<file path="src/rtl/program_mem_pkg.sv">
// Shared constants and loader state encoding for the field-loadable program memory.
package program_mem_pkg;

    localparam int          DEF_DATA_W   = 16;
    localparam int          DEF_ADDR_W   = 4;
    localparam logic [15:0] DEF_NOP_WORD = 16'h0200;

    typedef enum logic {
        LD_IDLE = 1'b0,
        LD_LOAD = 1'b1
    } ld_state_t;

    function automatic int bytes_per_word(input int data_w);
        return data_w / 8;
    endfunction

endpackage

</file>
<file path="src/rtl/prog_loader.sv">
// Byte-serial loader: assembles MSB-first bytes into words and emits a memory write port.
// Latency: a word write is presented in the same cycle as its last (or prog_last) byte.
// Backpressure: prog_ready is high only in LOAD; bytes offered in IDLE are dropped.
module prog_loader
    import program_mem_pkg::*;
#(
    parameter int DATA_W = DEF_DATA_W,
    parameter int ADDR_W = DEF_ADDR_W
) (
    input  logic              clk,
    input  logic              rst,
    input  logic              prog_start,
    input  logic              prog_valid,
    input  logic [7:0]        prog_data,
    input  logic              prog_last,
    output logic              prog_ready,
    output logic              prog_busy,
    output logic              prog_done,
    output logic [ADDR_W:0]   prog_count,
    output logic              we,
    output logic [ADDR_W-1:0] waddr,
    output logic [DATA_W-1:0] wdata
);

    localparam int         BYTES     = bytes_per_word(DATA_W);
    localparam logic [2:0] LAST_BYTE = 3'(BYTES - 1);

    ld_state_t         state;
    ld_state_t         state_nxt;
    logic [ADDR_W-1:0] wr_ptr;
    logic [2:0]        byte_cnt;
    logic [DATA_W-1:0] shift_reg;
    logic [DATA_W-1:0] shift_nxt;
    logic [5:0]        pad_sh;
    logic              xfer;
    logic              word_end;
    logic              load_end;

    assign shift_nxt = (shift_reg << 8) | DATA_W'(prog_data);
    assign word_end  = (byte_cnt == LAST_BYTE);
    // Byte positions still missing in the word, as a bit shift; zero on a full word.
    assign pad_sh    = {LAST_BYTE - byte_cnt, 3'b000};
    assign load_end  = prog_last | (word_end & (&wr_ptr));

    assign we    = xfer & (word_end | prog_last);
    assign waddr = wr_ptr;
    assign wdata = shift_nxt << pad_sh;

    always_ff @(posedge clk or posedge rst) begin
        if (rst) begin
            state <= LD_IDLE;
        end else begin
            state <= state_nxt;
        end
    end

    always_comb begin
        state_nxt  = state;
        prog_ready = 1'b0;
        prog_busy  = 1'b0;
        xfer       = 1'b0;
        case (state)
            LD_IDLE: begin
                if (prog_start) begin
                    state_nxt = LD_LOAD;
                end
            end
            LD_LOAD: begin
                prog_ready = 1'b1;
                prog_busy  = 1'b1;
                // A restart takes priority and throws away any byte offered alongside it.
                xfer       = prog_valid & ~prog_start;
                if (xfer && load_end) begin
                    state_nxt = LD_IDLE;
                end
            end
            default: begin
                state_nxt = LD_IDLE;
            end
        endcase
        if (prog_start) begin
            state_nxt = LD_LOAD;
        end
    end

    always_ff @(posedge clk or posedge rst) begin
        if (rst) begin
            wr_ptr     <= '0;
            byte_cnt   <= '0;
            shift_reg  <= '0;
            prog_count <= '0;
            prog_done  <= 1'b0;
        end else begin
            prog_done <= 1'b0;
            if (prog_start) begin
                wr_ptr     <= '0;
                byte_cnt   <= '0;
                shift_reg  <= '0;
                prog_count <= '0;
            end else if (xfer) begin
                prog_done <= load_end;
                if (we) begin
                    wr_ptr     <= wr_ptr + ADDR_W'(1);
                    prog_count <= prog_count + (ADDR_W + 1)'(1);
                    byte_cnt   <= '0;
                    shift_reg  <= '0;
                end else begin
                    byte_cnt  <= byte_cnt + 3'd1;
                    shift_reg <= shift_nxt;
                end
            end
        end
    end

endmodule

</file>
<file path="src/rtl/program_mem.sv">
// Instruction memory with a registered fetch port and a run-time byte loader.
// Latency: fetch data and inst_valid appear one edge after an accepted fetch_en.
// Backpressure: fetch_stall flags fetches refused while the loader is busy.
module program_mem
    import program_mem_pkg::*;
#(
    parameter int                DATA_W   = DEF_DATA_W,
    parameter int                ADDR_W   = DEF_ADDR_W,
    parameter logic [DATA_W-1:0] NOP_WORD = DATA_W'(DEF_NOP_WORD)
) (
    input  logic              clk,
    input  logic              rst,
    input  logic              fetch_en,
    input  logic [ADDR_W-1:0] fetch_addr,
    output logic [DATA_W-1:0] instruction,
    output logic              inst_valid,
    output logic              fetch_stall,
    input  logic              prog_start,
    input  logic              prog_valid,
    input  logic [7:0]        prog_data,
    input  logic              prog_last,
    output logic              prog_ready,
    output logic              prog_busy,
    output logic              prog_done,
    output logic [ADDR_W:0]   prog_count
);

    localparam int DEPTH = 2 ** ADDR_W;

    logic              we;
    logic [ADDR_W-1:0] waddr;
    logic [DATA_W-1:0] wdata;

    // Contents survive reset; only the power-up image is fixed.
    logic [DATA_W-1:0] mem [DEPTH] = '{default: NOP_WORD};

    prog_loader #(
        .DATA_W (DATA_W),
        .ADDR_W (ADDR_W)
    ) u_loader (
        .clk        (clk),
        .rst        (rst),
        .prog_start (prog_start),
        .prog_valid (prog_valid),
        .prog_data  (prog_data),
        .prog_last  (prog_last),
        .prog_ready (prog_ready),
        .prog_busy  (prog_busy),
        .prog_done  (prog_done),
        .prog_count (prog_count),
        .we         (we),
        .waddr      (waddr),
        .wdata      (wdata)
    );

    always_ff @(posedge clk) begin
        if (we) begin
            mem[waddr] <= wdata;
        end
    end

    assign fetch_stall = fetch_en & prog_busy;

    always_ff @(posedge clk or posedge rst) begin
        if (rst) begin
            instruction <= NOP_WORD;
            inst_valid  <= 1'b0;
        end else if (prog_busy) begin
            instruction <= NOP_WORD;
            inst_valid  <= 1'b0;
        end else if (fetch_en) begin
            instruction <= mem[fetch_addr];
            inst_valid  <= 1'b1;
        end else begin
            inst_valid  <= 1'b0;
        end
    end

endmodule

</file>
<file path="config.mk">
export PLATFORM = sky130hd
export DESIGN_NAME = program_mem
export DESIGN_NICKNAME = d
export VERILOG_FILES = /design/src/rtl/program_mem_pkg.sv /design/src/rtl/prog_loader.sv /design/src/rtl/program_mem.sv
export SDC_FILE = /design/constraint.sdc
export NUM_CORES = 1
export LEC_CHECK = 0
export CORE_ASPECT_RATIO = 0.6
export CORE_UTILIZATION = 40
export DETAILED_ROUTE_END_ITERATION = 12
export GPL_TIMING_DRIVEN = 1
export PLACE_DENSITY_LB_ADDON = 0.3
export SKIP_CTS_REPAIR_TIMING = 1
export SLEW_MARGIN = 20
export SYNTH_ARGS = -nofsm -noshare
export SYNTH_HDL_FRONTEND = slang
export SYNTH_HIERARCHICAL = 1
export SYNTH_SLANG_ARGS = --single-unit
</file>
<file path="constraint.sdc">
create_clock -name clk -period 3.3 [get_ports clk]
set_clock_uncertainty 0.15 [all_clocks]
set_input_delay 0.66 -clock clk [delete_from_list [all_inputs] [get_ports clk]]
set_output_delay 0.66 -clock clk [all_outputs]
set_load 0.03 [all_outputs]
</file>
==> reports/results.txt <==
Distinct cells, synth - 42
post-synthesis net count - 749
DR pass1 iterations - 5
maximum net fanout on the critical path - 4
vias per cell - 5.50
drc violations - 0
Synth Instances - 727
nets - 822
initial core utilization - 40.8%
Post-DP Area - 12900 um2
Period minus WS final - 2780 ps
first-pass GRT wire length - 40800 um
RSZ-0062 raised after global routing - no
Worst Slack Setup Final - 518 ps
P_leak - 4.98 nW
grt total ovfl - 0
flops & latches, synth - 295
P_int - 6.10 mW
share of power burned in registers - 53.2%
CTS tree - yes
Reg area - 8660 um2
area of the multi-input gates - 2920 um2
max reg flops - 256
Setup-failing EPs final - 0
switching share of power - 21.2%
Final Util - 47.6%
CP startpoint kind - input pin
final WL - 26700 um
CP Class - input pin to output pin
Worst EP arrival - 1970 ps
ys async rst share - 13.2%
largest net degree at the start of global routing - 35
area growth from synthesis to layout - 16.8%
clock sink count - 295
DP Worst Slack - 39.0 ps
clk slew on worst S/H paths - 70 ps
Combinational Power Share - 6.3%
htree depth - 1
Setup TNS Final - 0 ps
Avg Cell Area, Syn - 16.2 um2
Final Instance Area - 13700 um2
CP Capture Type - output pin
HP Class - flip-flop to flip-flop
clk root buf - clkbuf_16
vias after detailed routing - 6565
Seq/Total Area, Yosys - 73.7%
Worst Path Required - 2490 ps
fillcell total - 2456
Final Non-Filler Cells - 1193
worst-case clock buffer depth - 3
sw power - 1.64 mW
All-Layer GR Usage - 18.3%
worst rel slew slack - 34.9%
ys flop type - edfxtp_1
Max Freq - 0.359 GHz
routed length per instance - 22.4 um
PnR Total Power - 7.73 mW
initial antenna violation count - 1
Worst-Skew Late Latency - 530 ps
die width - 223 um
antenna viol nets, final - 0
row cnt - 48
First DRT Iteration DRCs - 615
Core ar. - 28800 um2
routability cong. - 0.749
Clock power frac - 40.4%
HPWL after DPL - 17600 um
port bufs - 43
maximum VDD drop - 0.000278 V
yosys warns - 6
Tightest Pin Transition - 975 ps
CTS Buf Count - 25
Die ar. - 30100 um2
max_cap viols - 0
Final Hold Fails - 0
status - completed
EDFF count, synth - 256
Syn Std Cell Area - 11800 um2
placed insts - 1148
hold slack - 327 ps
vias in the first global route - 6532
chip height - 135 um
layout cells sized above 1 - 14.0%
# IOs - 44
Max Slew Vio Count - 0
Cell Pwr Density - 563 nW/um2
Period Utilization, post-route - 84.3%
layout by cell type (no fill, tap or decap), types with 6 or more instances in the layout:
cell type	count
dfrtp_1	38
nor2_1	11
clkdlybuf4s50_1	42
a22o_1	9
mux2i_1	132
clkbuf_16	25
nand3_1	38
nand2_1	54
edfxtp_1	256
and3_1	9
nor2_2	15
nand4_1	15
inv_1	6
buf_4	39
a22oi_1	45
a21oi_1	6
area by class of cell:
type,count,share of cell area (%)
multi-input combinational,386,21.3
tap,375,3.42
clock buffer,30,4.84
antenna,1,0.0182
sequential,295,63.1
inverter,7,0.191
timing repair buffer,85,5.71
clock inverter,14,1.45
cell usage after synthesis (3+ instances only):
master | count | area share (%)
edfxtp_1 | 256 | 65
mux2i_1 | 132 | 11
nand2_1 | 54 | 1.7
a22oi_1 | 45 | 2.9
dfrtp_1 | 38 | 8.1
nand3_1 | 38 | 1.6
nor2_1 | 25 | 0.80
clkbuf_1 | 19 | 0.61
nand4_1 | 15 | 0.80
buf_4 | 10 | 0.64
a22o_1 | 9 | 0.67
and3_1 | 9 | 0.48
buf_2 | 7 | 0.30
a21oi_1 | 6 | 0.26
inv_1 | 6 | 0.19
nor3_1 | 6 | 0.26
o21ai_0 | 5 | 0.21
ha_1 | 4 | 0.43
and2_1 | 3 | 0.16
buf_6 | 3 | 0.29
mux4_2 | 3 | 0.57
nand2b_1 | 3 | 0.16
nand3b_1 | 3 | 0.19
o311ai_0 | 3 | 0.22
or3_1 | 3 | 0.16
or4_1 | 3 | 0.19
worst paths after layout:
kind | startpoint | to | slack (ps) | cells after the start
worst min register to register | instruction[1] | instruction[1] | 330 | 2
worst max register to register | u_loader/byte_cnt[1] | mem[14][1] | 680 | 7
worst max-delay path | fetch_en | fetch_stall | 520 | 3
max in group asynchronous | rst | u_loader/shift_reg[2] | 1930 | 2
worst min-delay path | instruction[1] | instruction[1] | 330 | 2
min in group asynchronous | rst | instruction[3] | 380 | 3
critical path, cell delays in order:
cell and delay (ps):
clkdlybuf4s50_1 510, and2_1 140, clkdlybuf4s50_1 670
power by group through the flow:
stage	clock network (mW)	logic, mW	registers (mW)
2_1_floorplan	0	0.253	4.22
3_3_place_gp	0	0.489	4.20
3_5_place_dp	0	0.491	4.20
4_1_cts	3.18	0.493	4.12
5_1_grt	3.31	0.525	4.12
6_report	3.13	0.489	4.12
routing by layer:
| metal | wire, um | GRT usage [%] | up-vias |
|---|---|---|---|
| met2 | 11400 | 26.3 | 206 |
| li1 | - | - | 2967 |
| met3 | 1840 | 3.48 | 22 |
| met4 | 316 | 3.23 | 0 |
| met1 | 13100 | 28.8 | 3370 |
| met5 | 0 | 0 | - |
cells by family after synthesis:
| group | count (synthesis) | share of synthesized area [%] |
|---|---|---|
| multiplexers | 137 | 12.0 |
| AO/OA/AOI/OAI | 74 | 4.62 |
| AND/OR/NAND/NOR | 171 | 7.20 |
| flip-flops | 295 | 73.7 |
| adder cells (fa/ha/maj) | 4 | 0.426 |
| buffers and inverters | 46 | 2.05 |
No activity file was read; power rests on OpenSTA's default activity.
==> patch (same flow settings) <==
Change the package constant `DEF_ADDR_W` from 4 to 3.
--- a/src/rtl/program_mem_pkg.sv
+++ b/src/rtl/program_mem_pkg.sv
@@ -3,5 +3,5 @@
 
     localparam int          DEF_DATA_W   = 16;
-    localparam int          DEF_ADDR_W   = 4;
+    localparam int          DEF_ADDR_W   = 3;
     localparam logic [15:0] DEF_NOP_WORD = 16'h0200;
 
Ports: changed (resized fetch_addr and prog_count); port bits go from 44 to 42. No check against the original RTL was run, so the function may have changed too.
==> patch against the unedited design <==
  * Critical path depth did not move
  * Via count fell by 44%
  * Register-to-register slack improved by 0.42 ns
  * Sequential cell count fell by 130
  * Routed wire length fell by 46%
  * Synthesized area fell by 43%
  * Total power fell by 40%
  * Critical endpoint unchanged
  * Non-clock buffer count fell by 22
  * Worst setup slack got worse by 0.0035 ns
  * Critical path type unchanged
  * Design area fell by 41%
  * Hold slack improved by 0.015 ns
==> patch: results (changes against the unedited design) <==
[status]
status = finished, final reports clean

[synthesis]
synth_edf_count = 128  ; -50%
synth_nets = 421  ; -44%
yosysSeqAreaShare_pct = 70.8  ; -2.9 points
synth_compound_area_share_pct = 6.48  ; +1.9 points
synth_common_cells = edfxtp_1, dfrtp_1, nor2_1, mux2_2, nand2_1
synthTopCellsByArea = edfxtp_1, dfrtp_1, mux4_1

[route]
drtIter0Drc = 243  ; -60%
dr_wl_met3_um = 855  ; -53%
drt_pass1_iterations = 4  ; -1
wl_met1_um = 7080  ; -46%
wl_per_cell_um = 20.4  ; -8.7%

[clock_tree]
h-tree-depth = 4  ; +3
cts_inserted_buffers = 17  ; -32%
cts_buffer_depth = 2  ; -1

[global_routing]
grt_pass1_wl_um = 22200  ; -46%
grt_max_degree = 23  ; -34%
use_met1_pct = 27.1  ; -1.7 points
grt_use_total_pct = 18.0  ; -0.26 points
antenna_found_initial = 0  ; -1
grt_pass1_vias = 3680  ; -44%

[placed_design]
dp_slack_ns = 0.507  ; +0.468 ns
placed_cell_area_sq_um = 7450  ; -42%
numPortBuffers = 41  ; -4.7%
routabilityCongestion = 0.773  ; +3.3%
dp_hpwl_um = 9320  ; -47%

[pwr]
power_frac_seq_pct = 49.3  ; -3.9 points
leakage_uw = 0.00298  ; -40%
internal-power_uw = 3570  ; -41%
p_seq_uw = 2300  ; -44%

[layout]
largest_reg_flops = 128  ; -50%
layout.nets = 482  ; -41%
drive_gt1_share_pct = 20.3  ; +6.3 points

[timing]
min_period_ns = 2.79  ; +0.00350 ns
slew_headroom_pct = 40.2  ; +5.2 points

-- patch: final timing paths --
check,startpoint,endpoint,slack (ns)
min in group asynchronous,rst,u_loader/waddr[1],0.58
setup / recovery,fetch_en,fetch_stall,0.51
max in group asynchronous,rst,instruction[1],1.81
setup reg to reg,u_loader/byte_cnt[1],mem[1][15],1.10
hold / removal,instruction[2],instruction[2],0.34
hold reg to reg,instruction[2],instruction[2],0.34
-- patch: area by class of cell --
cell class,instances,area [sq um]
Fill cell,1342,8280
Sequential cell,165,4770
Multi-Input combinational cell,200,1760
Timing Repair Buffer,63,583
Clock buffer,18,439
Tap cell,228,285
Clock inverter,14,183
Inverter,13,48.8
-- patch: metrics by stage --
step,cells,utilization [%]
after floorplan,399,-
after global placement,669,45.6
after detailed placement,669,45.6
after CTS,701,49.4
after global routing,701,49.4
final,701,49.4
-- patch: critical path, delay by kind of cell --
family,cells,cell delay (ns)
buf+inv,2,1.18
simple gates,1,0.14
